File: src/rtl/alu_ctrl_pkg.sv
// Shared constants and types for the sequenced ALU control unit.
//  - aluop class encodings from the main control FSM
//  - 3-bit alu_ctr codes driven to the ALU
//  - FSM state enum and the position of the iterative-op flag in funct
package alu_ctrl_pkg;

   localparam int unsigned OPW  = 3;
   localparam int unsigned CTRW = 3;

   // aluop classes
   localparam logic [OPW-1:0] ALUOP_RTYPE = 3'b000;
   localparam logic [OPW-1:0] ALUOP_OR    = 3'b001;
   localparam logic [OPW-1:0] ALUOP_AND   = 3'b010;
   localparam logic [OPW-1:0] ALUOP_NOR   = 3'b011;
   localparam logic [OPW-1:0] ALUOP_XOR   = 3'b100;
   localparam logic [OPW-1:0] ALUOP_ADD   = 3'b101;
   localparam logic [OPW-1:0] ALUOP_SUB   = 3'b110;
   localparam logic [OPW-1:0] ALUOP_SUB2  = 3'b111;

   // alu_ctr codes
   localparam logic [CTRW-1:0] CTR_AND = 3'b000;
   localparam logic [CTRW-1:0] CTR_OR  = 3'b001;
   localparam logic [CTRW-1:0] CTR_ADD = 3'b010;
   localparam logic [CTRW-1:0] CTR_XOR = 3'b100;
   localparam logic [CTRW-1:0] CTR_NOR = 3'b101;
   localparam logic [CTRW-1:0] CTR_SUB = 3'b110;

   typedef enum logic [1:0] {
      IDLE   = 2'd0,
      SINGLE = 2'd1,
      ITER   = 2'd2
   } state_t;

   // The iterative flag is the MSB of funct.
   function automatic int unsigned iter_bit_pos(input int unsigned fw);
      return fw - 1;
   endfunction

endpackage

File: src/rtl/alu_ctrl_if.sv
// Request/beat stream between main control, the ALU control sequencer and the datapath.
//  master: drives requests (in_valid/aluop/funct) and accepts beats (out_ready)
//  slave : the sequencer; returns in_ready and drives the control beat fields
interface alu_ctrl_if #(
   parameter int unsigned FW   = 4,
   parameter int unsigned CNTW = 5
);
   logic            in_valid;
   logic            in_ready;
   logic [2:0]      aluop;
   logic [FW-1:0]   funct;
   logic            out_valid;
   logic            out_ready;
   logic [2:0]      alu_ctr;
   logic [CNTW-1:0] step;
   logic            first;
   logic            last;
   logic            busy;

   modport master (
      output in_valid, aluop, funct, out_ready,
      input  in_ready, out_valid, alu_ctr, step, first, last, busy
   );

   modport slave (
      input  in_valid, aluop, funct, out_ready,
      output in_ready, out_valid, alu_ctr, step, first, last, busy
   );
endinterface

File: src/rtl/alu_ctrl_decode.sv
// Combinational aluop/funct[2:0] -> alu_ctr decode.
//  aluop     in  3  op class
//  funct_lo  in  3  low funct bits, used for R-type
//  alu_ctr_c out 3  decoded ALU control code
module alu_ctrl_decode
   import alu_ctrl_pkg::*;
(
   input  logic [OPW-1:0]  aluop,
   input  logic [2:0]      funct_lo,
   output logic [CTRW-1:0] alu_ctr_c
);

   always_comb begin
      alu_ctr_c = CTR_AND;
      case (aluop)
         ALUOP_RTYPE: alu_ctr_c = funct_lo;
         ALUOP_OR:    alu_ctr_c = CTR_OR;
         ALUOP_AND:   alu_ctr_c = CTR_AND;
         ALUOP_NOR:   alu_ctr_c = CTR_NOR;
         ALUOP_XOR:   alu_ctr_c = CTR_XOR;
         ALUOP_ADD:   alu_ctr_c = CTR_ADD;
         ALUOP_SUB:   alu_ctr_c = CTR_SUB;
         ALUOP_SUB2:  alu_ctr_c = CTR_SUB;
         default:     alu_ctr_c = CTR_AND;
      endcase
   end

endmodule

File: src/rtl/alu_ctrl_seq.sv
// Registered ALU control sequencer. Accepts one request per handshake, emits
// a single control beat or ITER_CYCLES beats for iterative ops.
//  clk    in  clock, rising edge
//  rst_n  in  asynchronous active-low reset
//  flush  in  synchronous abort of the op in flight
//  bus    slave side of alu_ctrl_if (request in, control beat out)
module alu_ctrl_seq
   import alu_ctrl_pkg::*;
#(
   parameter int unsigned FW          = 4,
   parameter int unsigned ITER_CYCLES = 32,
   parameter int unsigned CNTW        = ($clog2(ITER_CYCLES) == 0) ? 1 : $clog2(ITER_CYCLES)
) (
   input  logic       clk,
   input  logic       rst_n,
   input  logic       flush,
   alu_ctrl_if.slave  bus
);

   localparam int unsigned    ITER_BIT  = iter_bit_pos(FW);
   localparam logic           ITER_EN   = 1'(ITER_CYCLES > 1);
   localparam logic [CNTW-1:0] LAST_STEP = CNTW'(ITER_CYCLES - 1);

   state_t          state_q, state_d;
   logic [CTRW-1:0] ctr_q, ctr_d;
   logic [CNTW-1:0] step_q, step_d;
   logic            first_q, first_d;
   logic            last_q, last_d;

   logic [CTRW-1:0] dec_ctr_c;
   logic            out_valid_c;
   logic            in_ready_c;
   logic            accept_c;
   logic            consume_c;
   logic            req_iter_c;

   // Decode sits on the request path so the output register holds the final code.
   alu_ctrl_decode u_decode (
      .aluop     (bus.aluop),
      .funct_lo  (bus.funct[2:0]),
      .alu_ctr_c (dec_ctr_c)
   );

   // With a single-beat iteration count an iterative op collapses to SINGLE.
   assign req_iter_c = ITER_EN & (bus.aluop == ALUOP_RTYPE) & bus.funct[ITER_BIT];
   assign accept_c   = bus.in_valid & in_ready_c;
   assign consume_c  = out_valid_c & bus.out_ready;

   // State and beat registers
   always_ff @(posedge clk or negedge rst_n) begin
      if (!rst_n) begin
         state_q <= IDLE;
         ctr_q   <= '0;
         step_q  <= '0;
         first_q <= 1'b0;
         last_q  <= 1'b0;
      end else begin
         state_q <= state_d;
         ctr_q   <= ctr_d;
         step_q  <= step_d;
         first_q <= first_d;
         last_q  <= last_d;
      end
   end

   // Next-state: flush > accept (new op) > consume (advance or retire)
   always_comb begin
      state_d = state_q;
      ctr_d   = ctr_q;
      step_d  = step_q;
      first_d = first_q;
      last_d  = last_q;
      if (flush) begin
         state_d = IDLE;
         ctr_d   = '0;
         step_d  = '0;
         first_d = 1'b0;
         last_d  = 1'b0;
      end else if (accept_c) begin
         state_d = req_iter_c ? ITER : SINGLE;
         ctr_d   = dec_ctr_c;
         step_d  = '0;
         first_d = 1'b1;
         last_d  = !req_iter_c;
      end else if (consume_c) begin
         if (last_q) begin
            state_d = IDLE;
            ctr_d   = '0;
            step_d  = '0;
            first_d = 1'b0;
            last_d  = 1'b0;
         end else if (state_q == ITER) begin
            step_d  = step_q + CNTW'(1);
            first_d = 1'b0;
            last_d  = (step_q + CNTW'(1)) == LAST_STEP;
         end
      end
   end

   // Outputs: beat fields straight from registers; in_ready opens on the last consumed beat
   always_comb begin
      out_valid_c   = (state_q != IDLE);
      in_ready_c    = rst_n & !flush & (!out_valid_c | (bus.out_ready & last_q));
      bus.in_ready  = in_ready_c;
      bus.out_valid = out_valid_c;
      bus.busy      = out_valid_c;
      bus.alu_ctr   = ctr_q;
      bus.step      = step_q;
      bus.first     = first_q;
      bus.last      = last_q;
   end

endmodule

File: src/flat_wrapper.sv
// flat-port wrapper written by rule: the top's interface ports become plain ports
module alu_ctrl_seq_flat import alu_ctrl_pkg::*;
#(
   parameter int unsigned FW          = 4,
   parameter int unsigned ITER_CYCLES = 32,
   parameter int unsigned CNTW        = ($clog2(ITER_CYCLES) == 0) ? 1 : $clog2(ITER_CYCLES)
)
  (clk, rst_n, flush, bus_in_valid, bus_aluop, bus_funct, bus_out_ready, bus_in_ready, bus_out_valid, bus_alu_ctr, bus_step, bus_first, bus_last, bus_busy);
  alu_ctrl_if #(.FW(FW), .CNTW(CNTW)) bus_i ();
  input  logic clk;
  input  logic rst_n;
  input  logic flush;
  input wire logic [$bits(bus_i.in_valid)-1:0] bus_in_valid;
  input wire logic [$bits(bus_i.aluop)-1:0] bus_aluop;
  input wire logic [$bits(bus_i.funct)-1:0] bus_funct;
  input wire logic [$bits(bus_i.out_ready)-1:0] bus_out_ready;
  output wire logic [$bits(bus_i.in_ready)-1:0] bus_in_ready;
  output wire logic [$bits(bus_i.out_valid)-1:0] bus_out_valid;
  output wire logic [$bits(bus_i.alu_ctr)-1:0] bus_alu_ctr;
  output wire logic [$bits(bus_i.step)-1:0] bus_step;
  output wire logic [$bits(bus_i.first)-1:0] bus_first;
  output wire logic [$bits(bus_i.last)-1:0] bus_last;
  output wire logic [$bits(bus_i.busy)-1:0] bus_busy;
  assign bus_i.in_valid = bus_in_valid;
  assign bus_i.aluop = bus_aluop;
  assign bus_i.funct = bus_funct;
  assign bus_i.out_ready = bus_out_ready;
  assign bus_in_ready = bus_i.in_ready;
  assign bus_out_valid = bus_i.out_valid;
  assign bus_alu_ctr = bus_i.alu_ctr;
  assign bus_step = bus_i.step;
  assign bus_first = bus_i.first;
  assign bus_last = bus_i.last;
  assign bus_busy = bus_i.busy;
  alu_ctrl_seq #(.FW(FW), .ITER_CYCLES(ITER_CYCLES), .CNTW(CNTW)) u_core (.clk(clk), .rst_n(rst_n), .flush(flush), .bus(bus_i));
endmodule
File: config.mk
export PLATFORM = sky130hd
export DESIGN_NAME = alu_ctrl_seq_flat
export DESIGN_NICKNAME = d
export VERILOG_FILES = /design/src/rtl/alu_ctrl_pkg.sv /design/src/rtl/alu_ctrl_if.sv /design/src/rtl/alu_ctrl_decode.sv /design/src/rtl/alu_ctrl_seq.sv /design/src/flat_wrapper.sv
export SDC_FILE = /design/constraint.sdc
export NUM_CORES = 1
export LEC_CHECK = 0
export ABC_AREA = 1
export CAP_MARGIN = 20
export CORE_ASPECT_RATIO = 1.25
export CORE_MARGIN = 8
export CORE_UTILIZATION = 44
export DETAILED_ROUTE_END_ITERATION = 10
export HOLD_SLACK_MARGIN = 0.12
export PLACE_DENSITY = 0.77
export SYNTH_ARGS = -nofsm -noshare
export SYNTH_HDL_FRONTEND = slang
export SYNTH_SLANG_ARGS = --single-unit
export TNS_END_PERCENT = 20
File: constraint.sdc
create_clock -name clk -period 1.35 [get_ports clk]
set_input_delay 0.3375 -clock clk [delete_from_list [all_inputs] [get_ports clk]]
set_output_delay 0.3375 -clock clk [all_outputs]
set_load 0.005 [all_outputs]
==> Word level (Yosys, flattened, before mapping) <==
Index checks and enable logic that the tools add are counted.
{ "word_totals": {"mem_bits_ro": 0, "out_inout_bits": 13, "mem_count": 0, "ramBits": 0, "input_bits": 12, "elab_cells": 58, "ff_bits": 12, "latchBits": 0} }
{ "classes": {"div_mod_pow": 0, "eq_ne": 9, "add_sub_neg": 1, "order_cmp": 0, "mul": 0, "bitwise_logic": 7, "n_shift": 0, "reduce_logical": 11, "muxes": 25} }
{ "ops": {"columns": ["op", "n"], "rows": [
  ["$mux W5", 5],
  ["$pmux W3 S7", 1],
  ["$eq A3 B3 Y1 const B", 4],
  ["$mux W3", 4],
  ["$mux W1", 10],
  ["$mux W2", 5],
  ["$and A1 B1 Y1", 6],
  ["$eq A3 B2 Y1 const B", 2],
  ["$reduce_bool A3 Y1", 2],
  ["$add A5 B1 Y5 const B", 1],
  ["$eq A5 B5 Y1 const B", 1],
  ["$reduce_and A2 Y1", 2],
  ["$reduce_bool A4 Y1", 1],
  ["$eq A3 B1 Y1 const B", 1],
  ["$logic_not A1 Y1", 3],
  ["$logic_not A3 Y1", 1],
  ["$eq A2 B2 Y1 const B", 1],
  ["$reduce_bool A2 Y1", 1],
  ["$reduce_or A2 Y1", 1],
  ["$or A1 B1 Y1", 1]
]} }

==> Depth between registers and ports, before layout <==
{ "depth": {"ltp_word": 7, "mapped_depth": 9, "depth_no_buf": 8} }

==> Modules after synthesis <==
Synthesis repeated with hierarchy kept, for this count alone.
{ "hier_totals": {"hier_cells": 113, "hier_area_um2": 795.8} }
{ "modules_own_cells": {"columns": ["module", "area_each_um2", "cells_per_inst", "seq_area_each_um2", "n_inst"], "rows": [
  ["alu_ctrl_seq", 742.0, 100, 300.3, 1],
  ["alu_ctrl_decode", 53.8, 13, 0.0, 1]
]} }

==> Least setup slack after synthesis <==
No wires, ideal clock.
{ "synth_path": {"path_type": "reg-to-reg", "from": "register u_core.step_q[0] (netlist: u_core.bus.step[0])", "to": "register u_core.last_q (netlist: u_core.bus.last)", "path_stages_with_launch": 8, "setup_slack_ps": 162, "period_less_slack_ps": 1188, "n_path_buf": 0, "required_time_ps": 1233, "arrival_time_ps": 1071, "path_cell_list": "dfrtp_1 > ha_1 > xnor2_1 > nor2_1 > nand3_1 > nand2_1 > nand2_1 > nand2_1"} }
{ "synth_between": {"elab_chain_cells": 7} }
{ "synth_rtl": {"columns": ["element", "line", "rtl"], "rows": [
  ["start, declared", "alu_ctrl_seq.sv:26", "logic [CNTW-1:0] step_q, step_d;"],
  ["start signal, assigned", "alu_ctrl_seq.sv:60", "step_q <= step_d;"],
  ["$add A5 B1 Y5", "alu_ctrl_seq.sv:95", "last_d = (step_q + CNTW'(1)) == LAST_STEP;"],
  ["$eq A5 B5 Y1", "alu_ctrl_seq.sv:95", null],
  ["$mux W1", "alu_ctrl_seq.sv:92", "end else if (state_q == ITER) begin"],
  ["$mux W1", "alu_ctrl_seq.sv:86", "if (last_q) begin"],
  ["$mux W1", "alu_ctrl_seq.sv:85", "end else if (consume_c) begin"],
  ["$mux W1", "alu_ctrl_seq.sv:79", "end else if (accept_c) begin"],
  ["$mux W1", "alu_ctrl_seq.sv:73", "if (flush) begin"],
  ["end signal, assigned", "alu_ctrl_seq.sv:62", "last_q <= last_d;"],
  ["end, declared", "alu_ctrl_seq.sv:28", "logic last_q, last_d;"]
]} }
No other way between the ends. The select of a mux whose other input is x is not followed.
A chain may end at the register's enable or synchronous reset.

==> Worst setup path after layout <==
{ "layout_path": {"from": "register u_core.state_q[1]", "to": "register u_core.last_q (netlist: u_core.bus.last)"} }
{ "layout_between": {"elab_chain_cells": 7} }
{ "layout_rtl": {"columns": ["element", "line", "rtl"], "rows": [
  ["start, declared", "alu_ctrl_seq.sv:24", "state_t state_q, state_d;"],
  ["start signal, assigned", "alu_ctrl_seq.sv:58", "state_q <= state_d;"],
  ["$reduce_bool A2 Y1", "alu_ctrl_seq.sv:102", "out_valid_c = (state_q != IDLE);"],
  ["$logic_not A1 Y1", "alu_ctrl_seq.sv:103", "in_ready_c = rst_n & !flush & (!out_valid_c | (bus.out_ready & last_q));"],
  ["$or A1 B1 Y1", "alu_ctrl_seq.sv:103", null],
  ["$and A1 B1 Y1", "alu_ctrl_seq.sv:103", null],
  ["$and A1 B1 Y1", "alu_ctrl_seq.sv:46", "assign accept_c = bus.in_valid & in_ready_c;"],
  ["$mux W1", "alu_ctrl_seq.sv:79", null],
  ["$mux W1", "alu_ctrl_seq.sv:73", null]
]} }
Several ways; a longest one is shown, not always the timed one. The select of a mux whose other input is x is not followed.

==> results_dict.tcl <==
set metrics [dict create \
    status "finished, violations left" \
    violations "negative setup slack" \
    swShare_pct 28.9 \
    wl_um 2550 \
    clk_latency_ns 0.28 \
    r2r_slack_ns -0.20 \
    start_util_pct 47.8 \
    power_density_nw_per_um2 764 \
    rows 16 \
    slowest_stage "dfrtp_1" \
    dp_hpwl_um 1610 \
    relSlewSlack_pct 83.7 \
    final_common_cell "nand2_1" \
    dp_slack_ns -0.575 \
    r2r_cells 11 \
    synthesis.nets 120 \
    grt_antenna_before_repair 0 \
    cp.arrival_ns 1.78 \
    drc_errors 0 \
    dieArea_um2 3310 \
    cp.required_ns 1.57 \
    layout_min_cycle_time_ns 1.55 \
    p_sw_w 0.000288 \
    hold_viol 0 \
    htree_levels 1 \
    r2r_start "u_core.state_q[1]" \
    tns_ns -2.07 \
    slew_viol_final 0 \
    clockPowerShare_pct 29.5 \
    synth_top_family_by_area "simple AND/OR/NAND/NOR gates" \
    synthAdderAreaFrac_pct 3.31 \
    seqPwrFrac_pct 39.6 \
    clock_path_buffers 2 \
    postCtsHoldBufs 0 \
    path_class "reg2reg" \
    worst_pin_slew_ns 0.244 \
    yosysWarnings 0 \
    max_freq_ghz 0.643 \
    clk_pin_slew_ns 0.08 \
    ys_types 18 \
    synth-simple-area-share_pct 40.9 \
    grt_start_max_net_pins 13 \
    synth_area_leaders "dfrtp_1 (40%), nand2_1 (18%), nand3_1 (6.6%)" \
    antenna_left 0 \
    crit_path_end_kind "register" \
    synthXorXnorAreaFrac_pct 1.16 \
    slowest_delay_ns 0.38 \
    drt_first_pass_iters 5 \
    final_cell_area_um2 1310 \
    peakVddDrop_mv 0.696 \
    dpl_cell_area_um2 1150 \
    internal_power_w 0.000709 \
    synth.yosys.seq_area_share_pct 39.7 \
    wire_per_inst_um 14.1 \
    grt_overflow 0 \
    path_max_fanout 3 \
    diodes 0 \
    synth_mux_area_share_pct 0 \
    cts_buffers 3 \
    viasPerCell 5.30 \
    start_kind "register" \
    min_path_type "in2async" \
    yosys.area.top_type_share_pct 39.7 \
    grt_pass1_vias 1023 \
    crit_buf_inv 4 \
    setup_slack_ns -0.205 \
    combinationalPowerShare_pct 30.9 \
    rsz0062_at_grt "true" \
    finClkSkew_ns 0.00390 \
    gp_congestion 0.725 \
    cts_tree "done" \
    cellLeakagePower_nw 0.764 \
    synth.avg_cell_area_um2 7.13 \
    area_growth_pct 72.7 \
    syn_inst 106 \
    layout-drive-gt1-share_pct 35.0 \
    vias 960 \
    r2r-end "u_core.bus.last" \
    synth_compound_area_share_pct 5.46 \
    finalSetupViolCount 15 \
    post-route-period-util_pct 115 \
    ios 25 \
    root_buffer "clkbuf_4" \
    portBuffers 24 \
    drv_cap 0 \
    cpLargestDelayFamily "simple AND/OR/NAND/NOR gates" \
    fp.dieW_um 53.1 \
    syn-cell-area_um2 756 \
    grt_pass1_wl_um 4150 \
    crit_chain "buf_4 -> buf_4 -> buf_4 -> inv_1 -> nor2_2 -> nand3_1 -> nor2_1 -> nand3_1 -> nand2_1 -> nand2_1 -> nand2_1" \
    final_cell_mix "nand2_1 (33), buf_4 (27), inv_1 (13)" \
    fin_nets 178 \
    cts_sinks 12 \
    drt_iter0_markers 22 \
    synth-seq-cells 12 \
    core-area_um2 1580 \
    grtUsageTotal_pct 15.2 \
    synth_top_cell_by_area "dfrtp_1" \
    die_y_um 62.3 \
]
==> stage by stage <==
step           hold WS, ns  total power, W  util (%)  std cells
2_1_floorplan       0.0419        0.000503         -        106
3_3_place_gp         0.459        0.000659      72.7        166
3_5_place_dp         0.466        0.000666      72.7        166
4_1_cts              0.130        0.000988      82.4        181
5_1_grt              0.151         0.00105      82.5        181
6_report             0.120        0.000997      82.5        181
==> synth_stat cells <==
| cell type | count |
|---|---|
| nand2_1 | 36 |
| inv_1 | 13 |
| dfrtp_1 | 12 |
| nand3_1 | 10 |
| nor2_1 | 10 |
| nand2_2 | 4 |
| nand3_2 | 3 |
| nor2_2 | 3 |
| o21ai_1 | 3 |
| ha_1 | 2 |
| nand4_1 | 2 |
| o21ai_0 | 2 |
| buf_4 | 1 |
| buf_6 | 1 |
| inv_2 | 1 |
| o211ai_1 | 1 |
| o21ai_2 | 1 |
| xnor2_1 | 1 |
==> cell families after synthesis <==
family	Yosys count
fa+ha+maj	2
simple gates	68
xor+xnor	1
flops	12
buf+inv	16
compound gates	7
==> worst max path at each step <==
| stage | cells past startpoint | startpoint | slack, ns | endpoint |
|---|---|---|---|---|
| after detailed placement | 6 | rst_n | -0.57 | bus_in_ready |
| after CTS | 4 | u_core.state_q[0] | -0.14 | bus_busy |
| after global routing | 11 | u_core.state_q[1] | -0.29 | u_core.bus.last |
| final | 11 | u_core.state_q[1] | -0.20 | u_core.bus.last |
| after global placement | 6 | rst_n | -0.56 | bus_in_ready |
| after floorplan | 7 | u_core.bus.step[0] | 0.16 | u_core.bus.last |
==> worst register-to-register path: stages, from the launching register on <==
cell and delay (ns):
dfrtp_1 0.38, buf_4 0.15, buf_4 0.10, buf_4 0.10, inv_1 0.04, nor2_2 0.20, nand3_1 0.13, nor2_1 0.13
nand3_1 0.11, nand2_1 0.08, nand2_1 0.05, nand2_1 0.04
==> registers in the layout (all words and copies together) (netlist names) <==
register,count
u_core.bus.alu_ctr,3
u_core.bus.first,1
u_core.bus.last,1
u_core.bus.step,5
u_core.state_q,2
==> power groups by stage <==
| stage | Clock [W] | Combinational (W) | Sequential, W |
|---|---|---|---|
| 3_3_place_gp | 0 | 0.000257 | 0.000403 |
| 5_1_grt | 0.000317 | 0.000338 | 0.000396 |
| 2_1_floorplan | 0 | 0.0000986 | 0.000404 |
| 4_1_cts | 0.000291 | 0.000304 | 0.000392 |
| 6_report | 0.000294 | 0.000308 | 0.000395 |
| 3_5_place_dp | 0 | 0.000264 | 0.000402 |
==> routing by layer <==
layer,track usage [%],wire [um]
met4,6.33,51
met1,16.9,970
met5,0,0
met3,3.33,197
met2,26.0,1330
==> area by class of cell <==
class | count | area [um^2]
Sequential cell | 12 | 300
Fill cell | 99 | 277
Clock buffer | 4 | 36.3
Tap cell | 18 | 22.5
Inverter | 14 | 52.6
Multi-Input combinational cell | 78 | 439
Timing Repair Buffer | 55 | 454
==> timing repair <==
action | 4_1_cts | 5_1_grt
resized for setup | 33 | 8
pin swaps | 6 | 1
setup endpoints to repair | 25 | 16
hold endpoints to repair | 0 | 0
setup buffers | 11 | 0
Power figures use the tool's default switching activity.
